## src/rtl/quad_encoder_gen.sv

```systemverilog
// Quadrature encoder signal generator.
// Emits A/B quadrature edges every step_period clocks in the configured
// direction, tracks position modulo COUNTS_PER_REV and flags the index.
// Configuration is double-buffered: cfg_load fills a shadow copy. The
// shadow moves into the active copy while the generator is idle, or on a
// step edge, so a running interval is never cut short or stretched.
//
// Strobe semantics: cfg_load is a single-cycle request with no
// back-pressure. A load that arrives while cfg_pending=1 replaces the
// shadow, so the latest load wins.
module quad_encoder_gen #(
    parameter int DATA_WIDTH     = 16,
    parameter int COUNTS_PER_REV = 400
) (
    input  logic                  clk,
    input  logic                  reset,
    input  logic                  enable,
    input  logic                  cfg_load,
    input  logic [DATA_WIDTH-1:0] step_period,
    input  logic                  dir,
    output logic                  cfg_pending,
    output logic                  encoder_a,
    output logic                  encoder_b,
    output logic                  index,
    output logic [DATA_WIDTH-1:0] position,
    output logic                  step_strobe
);

    localparam logic [DATA_WIDTH-1:0] POS_MAX = DATA_WIDTH'(COUNTS_PER_REV - 1);

    logic [DATA_WIDTH-1:0] per_act;
    logic [DATA_WIDTH-1:0] per_sh;
    logic                  dir_act;
    logic                  dir_sh;
    logic [DATA_WIDTH-1:0] counter;

    logic                  idle;
    logic                  step_now;
    logic                  transfer;
    logic [1:0]            ab_next;
    logic [DATA_WIDTH-1:0] pos_next;

    // Idle/step/transfer decode for the current cycle.
    always_comb begin
        idle     = (enable == 1'b0) || (per_act == '0);
        step_now = !idle && (counter == per_act - DATA_WIDTH'(1));
        transfer = cfg_pending && (idle || step_now);
    end

    // Next quadrature state and position for a step in the active direction.
    // A direction change takes effect from the current {a,b}, so no state
    // is skipped or repeated.
    always_comb begin
        ab_next  = {encoder_a, encoder_b};
        pos_next = position;
        if (dir_act) begin
            case ({encoder_a, encoder_b})
                2'b00:   ab_next = 2'b01;
                2'b01:   ab_next = 2'b11;
                2'b11:   ab_next = 2'b10;
                default: ab_next = 2'b00;
            endcase
            pos_next = (position == POS_MAX) ? '0 : position + DATA_WIDTH'(1);
        end else begin
            case ({encoder_a, encoder_b})
                2'b00:   ab_next = 2'b10;
                2'b10:   ab_next = 2'b11;
                2'b11:   ab_next = 2'b01;
                default: ab_next = 2'b00;
            endcase
            pos_next = (position == '0) ? POS_MAX : position - DATA_WIDTH'(1);
        end
    end

    // Shadow/active configuration registers and the pending flag. When a
    // load coincides with a transfer, the old shadow is transferred and the
    // new data stays pending.
    always_ff @(posedge clk or posedge reset) begin
        if (reset) begin
            per_act     <= '0;
            dir_act     <= 1'b1;
            per_sh      <= '0;
            dir_sh      <= 1'b1;
            cfg_pending <= 1'b0;
        end else begin
            if (transfer) begin
                per_act     <= per_sh;
                dir_act     <= dir_sh;
                cfg_pending <= 1'b0;
            end
            if (cfg_load) begin
                per_sh      <= step_period;
                dir_sh      <= dir;
                cfg_pending <= 1'b1;
            end
        end
    end

    // Interval counter plus the registered quadrature outputs.
    always_ff @(posedge clk or posedge reset) begin
        if (reset) begin
            counter     <= '0;
            encoder_a   <= 1'b0;
            encoder_b   <= 1'b0;
            position    <= '0;
            index       <= 1'b1;
            step_strobe <= 1'b0;
        end else if (idle) begin
            counter     <= '0;
            step_strobe <= 1'b0;
        end else if (step_now) begin
            counter     <= '0;
            encoder_a   <= ab_next[1];
            encoder_b   <= ab_next[0];
            position    <= pos_next;
            index       <= (pos_next == '0) && (ab_next == 2'b00);
            step_strobe <= 1'b1;
        end else begin
            counter     <= transfer ? '0 : counter + DATA_WIDTH'(1);
            step_strobe <= 1'b0;
        end
    end

endmodule

```

## config.mk

```make
export PLATFORM = sky130hd
export DESIGN_NAME = quad_encoder_gen
export DESIGN_NICKNAME = d
export VERILOG_FILES = /design/src/rtl/quad_encoder_gen.sv
export SDC_FILE = /design/constraint.sdc
export NUM_CORES = 1
export LEC_CHECK = 0
export BUFFER_PORTS_ARGS = -buffer_cell sky130_fd_sc_hd__buf_2
export CORE_MARGIN = 1
export CORE_UTILIZATION = 36
export CTS_BUF_LIST = sky130_fd_sc_hd__clkbuf_8
export CTS_CLUSTER_DIAMETER = 150
export DETAILED_ROUTE_END_ITERATION = 8
export MAX_ROUTING_LAYER = met4
export PLACE_DENSITY_LB_ADDON = 0.25
export SLEW_MARGIN = 25
export SYNTH_ARGS = -nofsm -noshare
export SYNTH_HDL_FRONTEND = slang
export SYNTH_SLANG_ARGS = --single-unit
```

## constraint.sdc

```tcl
create_clock -name clk -period 7.5 [get_ports clk]
set_input_delay 1.125 -clock clk [delete_from_list [all_inputs] [get_ports clk]]
set_output_delay 1.125 -clock clk [all_outputs]
set_load 0.02 [all_outputs]
```

Word level (Yosys, flattened, before mapping)
Cells that the tools add are included.
{ "word_totals": {"ff_bits": 71, "inputBits": 21, "elab_cells": 48} }
{ "classes": {"add_sub_neg": 4, "eq_ne": 5, "muxes": 13, "n_bitwise": 2, "n_reduce_logical": 13} }
{ "ops": {"columns": ["op", "count"], "rows": [
  ["$mux W16", 6],
  ["$logic_not A16 Y1", 3],
  ["$add A16 B1 Y16 const B", 2],
  ["$sub A16 B1 Y16 const B", 2],
  ["$eq A16 B16 Y1", 1],
  ["$eq A16 B9 Y1 const B", 1],
  ["$pmux W2 S3", 2],
  ["$eq A2 B2 Y1 const B", 2],
  ["$logic_not A2 Y1", 2],
  ["$mux W1", 4],
  ["$logic_and A1 B1 Y1", 3],
  ["$eq A2 B1 Y1 const B", 1],
  ["$logic_or A1 B1 Y1", 2],
  ["$mux W2", 1],
  ["$not A1 Y1", 2],
  ["$reduce_and A2 Y1", 1],
  ["$reduce_bool A2 Y1", 1],
  ["$logic_not A1 Y1", 1]
]} }

Depth between registers and ports, before layout
{ "depth": {"word_depth": 9, "depth_mapped": 12} }

Least setup slack after synthesis
Ideal clock, no wire load.
{ "synth_timing": {"path_kind": "flip-flop to flip-flop", "startpoint": "register position[0]", "endpoint": "register index", "setup_time_ns": 0.079, "arrival_ns": 2.810, "setup_slack_ns": 4.611, "stages_incl_launch_ff": 10, "period_less_slack_ns": 2.889, "path_cell_list": "dfrtp_1 -> inv_1 -> ha_1 -> nor3b_1 -> nand2_1 -> o311a_1 -> a2111o_1 -> a2111oi_0 -> nand4b_1 -> o21ai_0"} }
{ "synth_via": {"elab_chain_len": 5, "elab_cells_between_ends": 9, "cone_classes": "add/sub (2); eq/ne (1); mux (3); reduce/logical (3)"} }
{ "synth_lines": {"columns": ["item", "line_no", "source"], "rows": [
  ["start, declared", "25", "output logic [DATA_WIDTH-1:0] position,"],
  ["start signal, assigned", "115", "position <= pos_next;"],
  ["$sub A16 B1 Y16 (tied with other cells)", "71", "pos_next = (position == '0) ? POS_MAX : position - DATA_WIDTH'(1);"],
  ["$mux W16 (on tied branches)", "71, 63", null],
  ["$mux W16 *", "56", "if (dir_act) begin"],
  ["$logic_not A16 Y1 *", "116", "index <= (pos_next == '0) && (ab_next == 2'b00);"],
  ["$logic_and A1 B1 Y1 *", "116", null],
  ["end signal, assigned", "116", null],
  ["end, declared", "24", "output logic index,"]
]} }
Every way passes the cells marked *; elsewhere a longest branch is shown, timed or not.
A chain may end at the register's enable or synchronous reset.

Worst setup path after layout
Same ends and word-level chain as after synthesis.

==> results.json <==
{
  "status": "complete, but fails checks",
  "violations": "design-rule violations",
  "initial_core_util_pct": 37.3,
  "viasPerCell": 5.67,
  "cts_buffers": 9,
  "die_y_um": 112,
  "syn_nets": 468,
  "ctsRootBufferMaster": "clkbuf_8",
  "antenna_cells": 0,
  "vdd_ir_drop_max_v": 0.000124,
  "worstPathCellList": "inv_1 -> ha_1 -> nor3b_1 -> nand2_1 -> o311a_1 -> a2111o_1 -> a2111oi_0 -> nand4b_1 -> o21ai_0",
  "grt.total_usage_pct": 17.1,
  "rrSetupSlack_ns": 4.12,
  "gr-total-overflow": 0,
  "cts_setup_buffers": 0,
  "min_from": "index",
  "hold_end": "index",
  "grt_pass1_vias": 3330,
  "crit_path_max_incr_delay_ns": 0.66,
  "rows": 39,
  "worstRegToRegCells": 9,
  "ys_warn_count": 0,
  "drive_gt1_share_pct": 24.9,
  "gp_congestion": 0.899,
  "fin_setup_tns_ns": 0,
  "tritoncts": "yes",
  "area_delta_synth_final_pct": 11.4,
  "grt_pass1_wl_um": 16700,
  "die_w_um": 112,
  "nets": 496,
  "synth_top_family_by_area": "simple AND/OR/NAND/NOR gates",
  "cp.required_ns": 7.77,
  "drt_iter0_markers": 294,
  "die_area_um2": 12400,
  "drc": 2,
  "synthFlopType": "dfrtp_1",
  "crit_family": "compound AO/OA/AOI/OAI gates",
  "tightest_slew_ns": 0.959,
  "drv_slew": 0,
  "crit_path_start_kind": "flop",
  "synth-seq-area-share_pct": 41.2,
  "critical_path_class": "flop to flop",
  "multi_input_area_um2": 2390,
  "yosys.area_share.simple_pct": 20.9,
  "async_reset_ff_share_pct": 100,
  "vias": 3499,
  "synthMuxAreaShare_pct": 11.2,
  "wl_per_cell_um": 16.0,
  "cts_resized": 0,
  "cp-end-kind": "flop",
  "post-route-min-period_ns": 3.38,
  "synth.distinct_cells": 66,
  "worstPathMaxFanout": 9,
  "synth_area_um2": 4320,
  "rr_endpoint": "index",
  "core_um2": 11600,
  "grt_max_degree": 72,
  "antenna_left": 0,
  "syn_inst": 441,
  "crit-reg2reg-launch": "position[0]",
  "synth_fa_ha_area_share_pct": 1.74,
  "final-hold-violation-count": 0,
  "cp.depth": 9,
  "setup_viol": 0,
  "cts.clk_slew.worst_paths_ns": 0.08,
  "clock_skew_ns": 0.00740,
  "synth_xor_area_share_pct": 9.91,
  "synth_compound_area_share_pct": 11.7,
  "drtPass1Iterations": 7,
  "crit_buf_inv": 1,
  "io_buffer_count": 41,
  "n_fill_cell": 1144,
  "leakagePower_nw": 2.02,
  "min_period_over_period_pct": 45.1,
  "cap_violations": 0,
  "hp-class": "flop to flop",
  "powerDensity_nw_per_um2": 189,
  "io-pin-count": 42,
  "detail_route.wirelength_um": 9870,
  "holdBufCountCts": 0,
  "p_total_mw": 0.911,
  "max_freq_mhz": 296,
  "seq_area_um2": 1780,
  "ys_ff_latch": 71,
  "avgSynthCellArea_um2": 9.79,
  "rsz0062_at_grt": "false",
  "hpwl_um": 7080,
  "cp.arrival_ns": 3.66,
  "ctsHtreeMaxLevel": 3,
  "min_path_cells": 2,
  "clk_latency_ns": 0.35,
  "final_common_cell": "dfrtp_1",
  "antenna_found_initial": 0,
  "final_cell_mix": "68 x dfrtp_1, 42 x nor2_1, 41 x mux2_2, 41 x buf_2, 30 x xnor2_1",
  "clock-sinks": 71,
  "cts_buffer_depth": 2,
  "synth-edff-count": 0,
  "critPathSlowestCell": "nor3b_1",
  "slew_headroom_pct": 35.6
}
[state kept, by name, summed over array words and instances (netlist names)]
| register | flops |
|---|---|
| dir_act | 1 |
| step_strobe | 1 |
| dir_sh | 1 |
| encoder_b | 1 |
| counter | 16 |
| per_sh | 16 |
| position | 16 |
| cfg_pending | 1 |
| per_act | 16 |
| index | 1 |
| encoder_a | 1 |
[per-layer routing]
metal / share of wire, % / track usage, % / vias to the layer above
met3: 4.9 / 2.50 / 25
met1: 47 / 22.7 / 1690
met5: 0 / - / -
li1: - / - / 1673
met4: 2.3 / 8.11 / 0
met2: 45 / 25.7 / 111
[logic make-up (layout without fill, tap and decap cells)]
kind of cell             after synthesis  after routing
adder cells (fa/ha/maj)                6              6
buffers and inverters                 37             70
AO/OA/AOI/OAI                         68             68
XOR/XNOR                              48             48
flip-flops                            71             71
multiplexers                          43             43
AND/OR/NAND/NOR                      168            168
[Yosys cell counts (4+ instances only)]
| cell type | instances | area share (%) |
|---|---|---|
| dfrtp_1 | 68 | 39 |
| nor2_1 | 42 | 3.7 |
| mux2_2 | 41 | 11 |
| xnor2_1 | 30 | 6.1 |
| nand2_1 | 29 | 2.5 |
| nand3_1 | 22 | 2.6 |
| clkbuf_1 | 19 | 1.7 |
| xor2_1 | 17 | 3.4 |
| o21ai_0 | 12 | 1.4 |
| nor4_1 | 11 | 1.6 |
| inv_1 | 10 | 0.87 |
| and3_1 | 9 | 1.3 |
| nor3_1 | 9 | 1.0 |
| a21oi_1 | 8 | 0.93 |
| nand4_1 | 8 | 1.2 |
| ha_1 | 6 | 1.7 |
| a221oi_1 | 5 | 1.0 |
| buf_2 | 5 | 0.58 |
| o31ai_1 | 5 | 0.87 |
| or2_2 | 5 | 0.72 |
| or3_1 | 5 | 0.72 |
| or4_1 | 5 | 0.87 |
| nor3b_1 | 4 | 0.70 |
[stage by stage]
stage                     util [%]  cells  hold slack (ns)  instance area [um2]  worst slack (ns)
final                         41.6    617            0.492                 4810              4.12
after global routing          41.6    617            0.527                 4810              3.82
after CTS                     41.6    617            0.499                 4810              4.15
after detailed placement      39.9    601            0.487                 4610              4.17
after global placement        39.9    601            0.477                 4610              4.30
after floorplan                  -    441            0.477                 4320              4.58
[worst max path at each step]
stage / end / startpoint / slack (ns)
2_1_floorplan: cfg_pending / reset / 4.58
3_3_place_gp: position[11] / per_act[6] / 4.30
3_5_place_dp: index / position[0] / 4.17
4_1_cts: index / position[0] / 4.15
5_1_grt: index / position[0] / 3.82
6_report: index / position[0] / 4.12
[layout make-up]
cell class,instances,area share [%]
Clock buffer,9,2.58
Clock inverter,7,1.54
Inverter,11,0.859
Multi-Input combinational cell,333,49.7
Sequential cell,71,37.0
Tap cell,143,3.72
Timing Repair Buffer,43,4.58
[power breakdown]
part           switching, mW  internal, mW
clock network          0.153         0.153
logic                 0.0787        0.0726
registers             0.0395         0.413
total                  0.272         0.639
[worst register-to-register path, stage by stage (launching register included)]
cell       delay, ns
dfrtp_1         0.47
inv_1           0.17
ha_1            0.25
nor3b_1         0.66
nand2_1         0.24
o311a_1         0.34
a2111o_1        0.42
a2111oi_0       0.42
nand4b_1        0.15
o21ai_0         0.20
(Power assumes the default switching activity.)
